--- src/rtl/cnt4_sld.sv ---
// cnt4_sld: synchronous loadable up/down counter, 74163-style, cascadable via ET/TC.
// Optional timing model (specify paths and setup/hold checks) enabled by defining LSI_SPECIFY_EN.
`timescale 1ns/1ps

module cnt4_sld #(
    parameter int  WIDTH   = 4,
    parameter real TP_RISE = 1.10,
    parameter real TP_FALL = 0.40
) (
    input  logic             CP,
    input  logic             RS,
    input  logic             LD,
    input  logic             EP,
    input  logic             ET,
    input  logic             UD,
    input  logic [WIDTH-1:0] D,
    output logic [WIDTH-1:0] Q,
    output logic             TC
);

    localparam logic [WIDTH-1:0] ALL_ONES = '1;
    localparam logic [WIDTH-1:0] ZERO     = '0;

    generate
        if (WIDTH < 2 || WIDTH > 16 || TP_RISE < 0.0 || TP_FALL < 0.0) begin : g_bad_param
            $error("cnt4_sld: WIDTH must be 2..16 and delays non-negative");
        end
    endgenerate

    // Every legal control combination is listed; anything unknown falls to default and poisons Q.
    always_ff @(posedge CP) begin
        casez ({RS, LD, EP, ET})
            4'b1???: Q <= ZERO;
            4'b01??: Q <= D;
            4'b0011: begin
                case (UD)
                    1'b1:    Q <= Q + WIDTH'(1);
                    1'b0:    Q <= Q - WIDTH'(1);
                    default: Q <= 'x;
                endcase
            end
            4'b0000,
            4'b0001,
            4'b0010: Q <= Q;
            default: Q <= 'x;
        endcase
    end

    assign TC = ET & ((UD & (Q == ALL_ONES)) | (~UD & (Q == ZERO)));

`ifdef LSI_SPECIFY_EN
    specify
        specparam t_rise  = TP_RISE;
        specparam t_fall  = TP_FALL;
        specparam t_setup = 0.50;
        specparam t_hold  = 0.10;

        (posedge CP *> (Q +: D))  = (t_rise, t_fall);
        (posedge CP => (TC +: ET)) = (t_rise, t_fall);
        (ET, UD *> TC) = (0.30, 0.15);

        $setup(D,  posedge CP, t_setup);
        $setup(LD, posedge CP, t_setup);
        $setup(EP, posedge CP, t_setup);
        $setup(ET, posedge CP, t_setup);
        $setup(UD, posedge CP, t_setup);
        $setup(RS, posedge CP, t_setup);
        $hold(posedge CP, D,  t_hold);
        $hold(posedge CP, LD, t_hold);
        $hold(posedge CP, EP, t_hold);
        $hold(posedge CP, ET, t_hold);
        $hold(posedge CP, UD, t_hold);
        $hold(posedge CP, RS, t_hold);
    endspecify
`endif

endmodule

--- config.mk ---
export PLATFORM = sky130hd
export DESIGN_NAME = cnt4_sld
export DESIGN_NICKNAME = d
export VERILOG_FILES = /design/src/rtl/cnt4_sld.sv
export SDC_FILE = /design/constraint.sdc
export NUM_CORES = 1
export LEC_CHECK = 0
export CAP_MARGIN = 30
export CORE_AREA = 2 2 39 41
export CTS_CLUSTER_DIAMETER = 200
export DETAILED_ROUTE_END_ITERATION = 8
export DIE_AREA = 0 0 41 43
export GPL_TIMING_DRIVEN = 0
export SLEW_MARGIN = 20
export SYNTH_ARGS = -nofsm -noshare
export SYNTH_HDL_FRONTEND = slang
export SYNTH_SLANG_ARGS = --single-unit
--- constraint.sdc ---
create_clock -name CP -period 4.3 [get_ports CP]
set_input_delay 1.075 -clock CP [delete_from_list [all_inputs] [get_ports CP]]
set_output_delay 1.075 -clock CP [all_outputs]
set_load 0.05 [all_outputs]
# Yosys cells after proc, flatten, opt, wreduce, memory -nomap -nowiden
# Cells that the tools add are included.
op_classes:
  mux: 2
  n_reduce_logical: 3
  n_addsub: 2
  n_bitwise: 5
  eq_ne: 5
ops:
  columns: ["op", "n"]
  rows:
  - ["$pmux W4 S3", 1]
  - ["$eq A4 B2 Y1 const B", 2]
  - ["$logic_not A4 Y1", 2]
  - ["$pmux W4 S2", 1]
  - ["$add A4 B1 Y4 const B", 1]
  - ["$eq A4 B1 Y1 const B", 1]
  - ["$eq A4 B4 Y1 const B", 1]
  - ["$sub A4 B1 Y4 const B", 1]
  - ["$and A1 B1 Y1", 3]
  - ["$reduce_or A3 Y1", 1]
  - ["$eq A2 B1 Y1 const B", 1]
  - ["$not A1 Y1", 1]
  - ["$or A1 B1 Y1", 1]
word_totals:
  ff_bits: 4
  out_inout_bits: 5
  input_bits: 10
  word_cells: 18

# Logic depth before layout (Yosys ltp)
# Gate-level depths: netlist of run 1.
logic_depth:
  word_depth: 4
  mapped_depth: 5
  ltp_nobuf: 5

# Worst setup path after synthesis of run 1
# Ideal clock, no wire load.
synth_path:
  path_kind: "in2out"
  startpoint: "in UD"
  endpoint: "out TC"
  t_arrival_ns: 2.071
  n_path_buf: 0
  slack_ns: 1.154
  cell_stages: 3
  required_ns: 3.225
  path_cell_list: "or4_1 > nor2_1 > o21a_1"
synth_via:
  elab_chain_len: 4
  word_cells_on_any_way: 5
  classes_between: "bitwise: 5"
synth_lines:
  columns: ["element", "line_no", "text"]
  rows:
  - ["from (decl)", "15", "input logic UD,"]
  - ["$not A1 Y1", "49", "assign TC = ET & ((UD & (Q == ALL_ONES)) | (~UD & (Q == ZERO)));"]
  - ["$and A1 B1 Y1", "49", null]
  - ["$or A1 B1 Y1 *", "49", null]
  - ["$and A1 B1 Y1 *", "49", null]
  - ["to (decl)", "18", "output logic TC"]
# Mark *: on every way between the ends. The rest lies on a longest branch, timed or not.

# Final worst setup path of run 1
# Same ends and word-level chain as after synthesis.

==> reports/metrics.yaml, run 1 <==
detailed_routing:
  num_vias: 300
  drt_pass1_iterations: 2
  wl_met2_um: 281
  ant_nets: 0
  viasPerCell: 4.48
  wl_per_cell_um: 9.54
  drc: 0
  drt-initial-drc-count: 4
  met3_length_um: 63
  wl_met1_um: 293
  wl_um: 639
  top_layer: "met3"
clock_network:
  numClockSinks: 4
  cts_tree: "yes"
  cts-hold-fix-buffers: 0
  htreeDepth: 1
  insertion_delay_ps: 230
  path_clk_slew_ps: 30
  postCtsSetupRepairBufs: 0
  postCtsResizedCells: 0
  cts_max_path_buffers: 2
  cts_buffers: 3
  cts_root_buffer: "clkbuf_4"
yosys:
  synthAdderAreaFrac: 0.148
  synth_compound_area_frac: 0.132
  syn_inst: 34
  synth_area_um2: 304
  ys_seq_elements: 4
  synth_cell_type_count: 16
  syn_area_per_cell_um2: 8.94
  syn_nets: 47
  synth_top_family_by_area: "simple AND/OR/NAND/NOR gates"
  ys_seq_area_frac: 0.395
  yosysWarnings: 0
  synthMuxAreaShare: 0
  synth-xor-area-share: 0.0576
  yosys.area_share.simple: 0.230
sta:
  timing.final.crit_period_ps: 4190
  finalClockSkew_ps: 2.01
  tns_ps: 0
  slew_headroom: 0.672
  fmax_mhz: 238
  fin_ws_ps: 106
  finalMaxSlewViolations: 0
  period_share: 0.975
  worstMarginPinSlew_ps: 490
  hold_viol: 0
  setup_viol: 0
  rsz0062_at_grt: "no"
worst_hold_path:
  min_path_cells: 1
  hp-start: "Q[0]$_DFFE_PN_"
  hold_end: "Q[0]$_DFFE_PN_"
  hold_class: "reg2reg"
grt:
  grt_usage: 0.0992
  grt_pass1_vias: 255
  grt_start_max_net_pins: 7
  grt-ovfl-total: 0
  grt_pass1_wl_um: 1070
  antenna_found_initial: 0
pwr:
  p_leak_nw: 0.191
  ir_worst_vdd_uv: 95.1
  total_power_uw: 147
  powerDensity_nw_per_um2: 301
placed_design:
  dp_slack_ps: 124
  post_dp_cell_area_um2: 464
  gp_congestion: 0.689
  post-dp-hpwl_um: 518
  io_buffers: 14
  dp_cells: 64
cells_and_area:
  largest-register: "Q"
  area_growth_pct: 60.1
  antennaDiodeCount: 0
  finalNetCount: 66
  stdcell_area_um2: 487
  fillCellCount: 159
  stdcell_count: 67
  largest_reg_flops: 4
  largest_registers: "Q (4)"
  final_cell_mix: "14 x clkdlybuf4s50_1, 6 x nand2_1, 4 x edfxtp_1"
  final_common_cell: "clkdlybuf4s50_1"
  drive_above_1_share: 0.0588
setup_path:
  crit_path_start_kind: "input pin"
  ff2ff_path_depth: 4
  cpMostUsedCell: "clkdlybuf4s50_1"
  worst_ep_required_time_ps: 3220
  path_depth: 5
  cp_cell_sequence: "clkdlybuf4s50_1 -> or4_1 -> nor2_1 -> o21a_1 -> clkdlybuf4s50_1"
  max_stage_delay_ps: 790
  critPathTopFamily: "buffers and inverters"
  r2r-end: "Q[2]$_DFFE_PN_"
  path_max_fanout: 5
  critPathKind: "in2out"
  r2r-start: "Q[0]$_DFFE_PN_"
  end_kind: "primary output"
  slowest_stage: "clkdlybuf4s50_1"
  r2r_setup_slack_ps: 2850
  critical_path_buf_inv_count: 2
  arrival_ps: 3120
floorplan:
  fp.dieW_um: 41
  die_area_um2: 1760
  rows: 14
  io_pins: 15
  core_area_um2: 1380
  fp.dieH_um: 43
  initial_core_util: 0.220
status:
  status: "finished, final reports clean"
job:
  drv_cap: 0
-- where the power goes --
| part | total [mW] | internal [mW] | switching [mW] |
|---|---|---|---|
| Combinational | 0.0493 | 0.0217 | 0.0276 |
| Sequential | 0.0513 | 0.0474 | 0.00389 |
| Clock | 0.0461 | 0.0312 | 0.0149 |
| Total | 0.147 | 0.100 | 0.0464 |
-- per-stage QoR --
step            util  hold WS [ps]
2_1_floorplan      -           948
3_3_place_gp   0.335           738
3_5_place_dp   0.335           722
4_1_cts        0.352           727
5_1_grt        0.352           784
6_report       0.352           715
-- per-layer routing --
layer  global-route usage  vias up
met3               0.0471        0
met2                0.113       15
li1                     -      156
met1                0.135      129
met4               0.0800        0
met5                    0        -
-- Yosys cell counts --
cell type | instances | area share
nor2_1 | 3 | 0.037
or4_1 | 1 | 0.025
nand2_1 | 6 | 0.074
inv_1 | 3 | 0.037
edfxtp_1 | 4 | 0.40
nand3_1 | 2 | 0.033
nor2b_1 | 1 | 0.021
a21oi_1 | 2 | 0.033
ha_1 | 2 | 0.082
o21a_1 | 1 | 0.025
fa_1 | 1 | 0.066
o21ai_0 | 3 | 0.049
o31ai_1 | 1 | 0.025
xor2_1 | 2 | 0.058
nand4_1 | 1 | 0.021
and3_1 | 1 | 0.021
-- worst max path at each step --
stage / start / to
6_report: UD / TC
3_5_place_dp: UD / TC
2_1_floorplan: UD / TC
5_1_grt: UD / TC
4_1_cts: UD / TC
3_3_place_gp: UD / TC
-- cell families after synthesis --
logic type	after synthesis
AO/OA/AOI/OAI	7
XOR/XNOR	2
adder cells (fa/ha/maj)	3
buffers and inverters	3
flip-flops	4
AND/OR/NAND/NOR	15
-- worst register-to-register path: cells and delay by family, from the launching register on --
family                     cells  cell delay [ps]
DFF                            1              430
buffers and inverters          1               90
AOI/OAI and AO/OA              1              100
xor gates and xnor gates       1              150
adders and majority gates      1              430
-- area by class of cell --
class | instances | area [µm²] | area share
multi-input combinational | 27 | 173 | 0.355
timing repair buffer | 14 | 140 | 0.288
inverter | 3 | 11.3 | 0.0231
clock buffer | 3 | 22.5 | 0.0463
tap | 16 | 20.0 | 0.0411
sequential | 4 | 120 | 0.247
Power figures use the tool's default switching activity.
==> inputs of run 2 (changes only) <==
- clock period: 4.3 -> 4.1 ns (I/O delays scaled with it)
==> run 2 against run 1 <==
Net effect:
- routed wire length grew 0.47%
- core utilization grew 0.18 points
- combinational power grew 4.7%
- power grew 4.8%
- setup slack gained 290 ps
- clock skew is the same
- hold slack lost 1.1 ps
- sequential cell count is the same
- register-to-register slack lost 200 ps
==> reports/metrics.yaml, run 2 (synthesis gave the netlist of run 1 again) <==
status:
  status: "finished, final reports clean"
placed_design:
  io_buffers: 14  # unchanged
  post_dp_cell_area_um2: 464  # unchanged
  gp_congestion: 0.689  # unchanged
  post-dp-hpwl_um: 518  # unchanged
detailed_routing:
  viasPerCell: 4.48  # unchanged
  drt-initial-drc-count: 3  # -1
  wl_per_cell_um: 9.58  # +0.47%
  ant_nets: 0  # unchanged
  drc: 0  # unchanged
  drt_pass1_iterations: 2  # unchanged
  num_vias: 300  # unchanged
  wl_um: 642  # +0.47%
sta:
  setup_viol: 0  # unchanged
  worstMarginPinSlew_ps: 498  # +7.10 ps
  finalClockSkew_ps: 2.01  # unchanged
  timing.final.crit_period_ps: 3710
  hold_viol: 0  # unchanged
  finalMaxSlewViolations: 0  # unchanged
  rsz0062_at_grt: "no"
  period_share: 0.904
  tns_ps: 0  # unchanged
  slew_headroom: 0.668  # -0.00425
  fmax_mhz: 270
setup_path:
  critical_path_buf_inv_count: 2  # unchanged
  cp_cell_sequence: "clkdlybuf4s50_1 -> or4_1 -> nor2_1 -> o21a_1 -> dlymetal6s2s_1"
  end_kind: "primary output"
  critPathTopFamily: "buffers and inverters"
  arrival_ps: 2680  # -440 ps
  r2r_setup_slack_ps: 2650  # -200 ps
  r2r-end: "Q[2]$_DFFE_PN_"
  ff2ff_path_depth: 4  # unchanged
  crit_path_start_kind: "input pin"
  worst_ep_required_time_ps: 3070  # -150 ps
  path_max_fanout: 5  # unchanged
  max_stage_delay_ps: 530  # -260 ps
  slowest_stage: "or4_1"
  critPathKind: "in2out"
  r2r-start: "Q[0]$_DFFE_PN_"
pwr:
  ir_worst_vdd_uv: 99.7  # +4.9%
  pwr-share-comb: 0.336  # about the same
  internal-power_uw: 105  # +4.8%
  powerDensity_nw_per_um2: 314  # +4.3%
  power_frac_seq: 0.350  # about the same
  switching_power_uw: 48.6  # +4.8%
  p_leak_nw: 0.208  # +9.0%
  p_clk_frac: 0.314  # about the same
  power.share.switching: 0.316  # about the same
worst_hold_path:
  hold_class: "reg2reg"
  min_path_cells: 1  # unchanged
  hp-start: "Q[0]$_DFFE_PN_"
  hold_end: "Q[0]$_DFFE_PN_"
cells_and_area:
  finalNetCount: 66  # unchanged
  stdcell_area_um2: 489  # +0.51%
  final_common_cell: "clkdlybuf4s50_1"
  seqCellArea_um2: 120  # unchanged
  final_cell_mix: "13 x clkdlybuf4s50_1, 6 x nand2_1, 4 x edfxtp_1"
  multi_input_area_um2: 173  # unchanged
  largest_reg_flops: 4  # unchanged
  largest-register: "Q"
  fillCellCount: 158  # -0.63%
  drive_above_1_share: 0.0588  # unchanged
  largest_registers: "Q (4)"
  antennaDiodeCount: 0  # unchanged
  area_growth_pct: 60.9
grt:
  antenna_found_initial: 0  # unchanged
  grt_usage: 0.0992  # unchanged
  grt_start_max_net_pins: 7  # unchanged
  grt-ovfl-total: 0  # unchanged
  grt_pass1_wl_um: 1070  # unchanged
  grt_pass1_vias: 255  # unchanged
floorplan:
  die_area_um2: 1760  # unchanged
  core_area_um2: 1380  # unchanged
  rows: 14  # unchanged
  initial_core_util: 0.220  # unchanged
  fp.dieH_um: 43  # unchanged
  io_pins: 15  # unchanged
  fp.dieW_um: 41  # unchanged
clock_network:
  cts-hold-fix-buffers: 0  # unchanged
  cts_buffers: 3  # unchanged
  insertion_delay_ps: 230  # about the same
  numClockSinks: 4  # unchanged
  path_clk_slew_ps: 30  # about the same
  htreeDepth: 1  # unchanged
  cts_tree: "yes"
  cts_root_buffer: "clkbuf_4"
  cts_max_path_buffers: 2  # unchanged
job:
  drv_cap: 0  # unchanged
==> run 2: cell count changes in the layout (fill, tap and decap cells not counted), sizes merged <==
| cell | previous run | this run |
|---|---|---|
| clkdlybuf4s50 | 14 | 13 |
| dlymetal6s2s | 0 | 1 |
==> run 2: worst max-delay path by stage <==
stage | startpoint | slack, ps | endpoint | cells after the start
2_1_floorplan | UD | 1050 | TC | 3
3_3_place_gp | UD | 20 | TC | 5
3_5_place_dp | UD | 20 | TC | 5
4_1_cts | UD | 10 | TC | 5
5_1_grt | UD | 300 | TC | 5
6_report | UD | 390 | TC | 5
==> run 2: layout make-up <==
| type | instances | share of cell area |
|---|---|---|
| Multi-Input combinational cell | 27 | 0.353 |
| Sequential cell | 4 | 0.246 |
| Clock buffer | 3 | 0.0460 |
| Inverter | 3 | 0.0230 |
| Timing Repair Buffer | 14 | 0.292 |
| Tap cell | 16 | 0.0409 |
==> run 2: per-layer routing <==
layer,GRT usage,up-vias,part of all wire
met5,0,-,0
li1,-,156,-
met3,0.0471,0,0.10
met1,0.135,129,0.46
met4,0.0800,0,0
met2,0.113,15,0.44
==> run 2: power groups by stage <==
stage / sequential [mW] / combinational, mW / clock [mW]
after floorplan: 0.0662 / 0.0178 / 0
after global placement: 0.0548 / 0.0512 / 0
after detailed placement: 0.0546 / 0.0513 / 0
after CTS: 0.0540 / 0.0516 / 0.0505
after global routing: 0.0549 / 0.0561 / 0.0542
final: 0.0538 / 0.0516 / 0.0483
==> run 2: metrics by stage <==
stage               setup WS [ps]  hold WS [ps]  std cells  utilization  power [mW]
CTS                          12.4           727         67        0.352       0.156
global route                  303           784         67        0.354       0.165
detailed placement           24.4           722         64        0.335       0.106
finish                        392           714         67        0.354       0.154
floorplan                    1050           948         34            -      0.0839
global placement             21.0           738         64        0.335       0.106
==> run 2: worst register-to-register path: stages (launching register included) <==
cell and delay (ps):
edfxtp_1 430, inv_1 90, fa_1 430, xor2_1 150
o21ai_0 100
==> run 2: repair_timing <==
action / 4_1_cts / 5_1_grt
setup buffers: 0 / 0
resized for setup: 0 / 1
setup endpoints to repair: 0 / 1
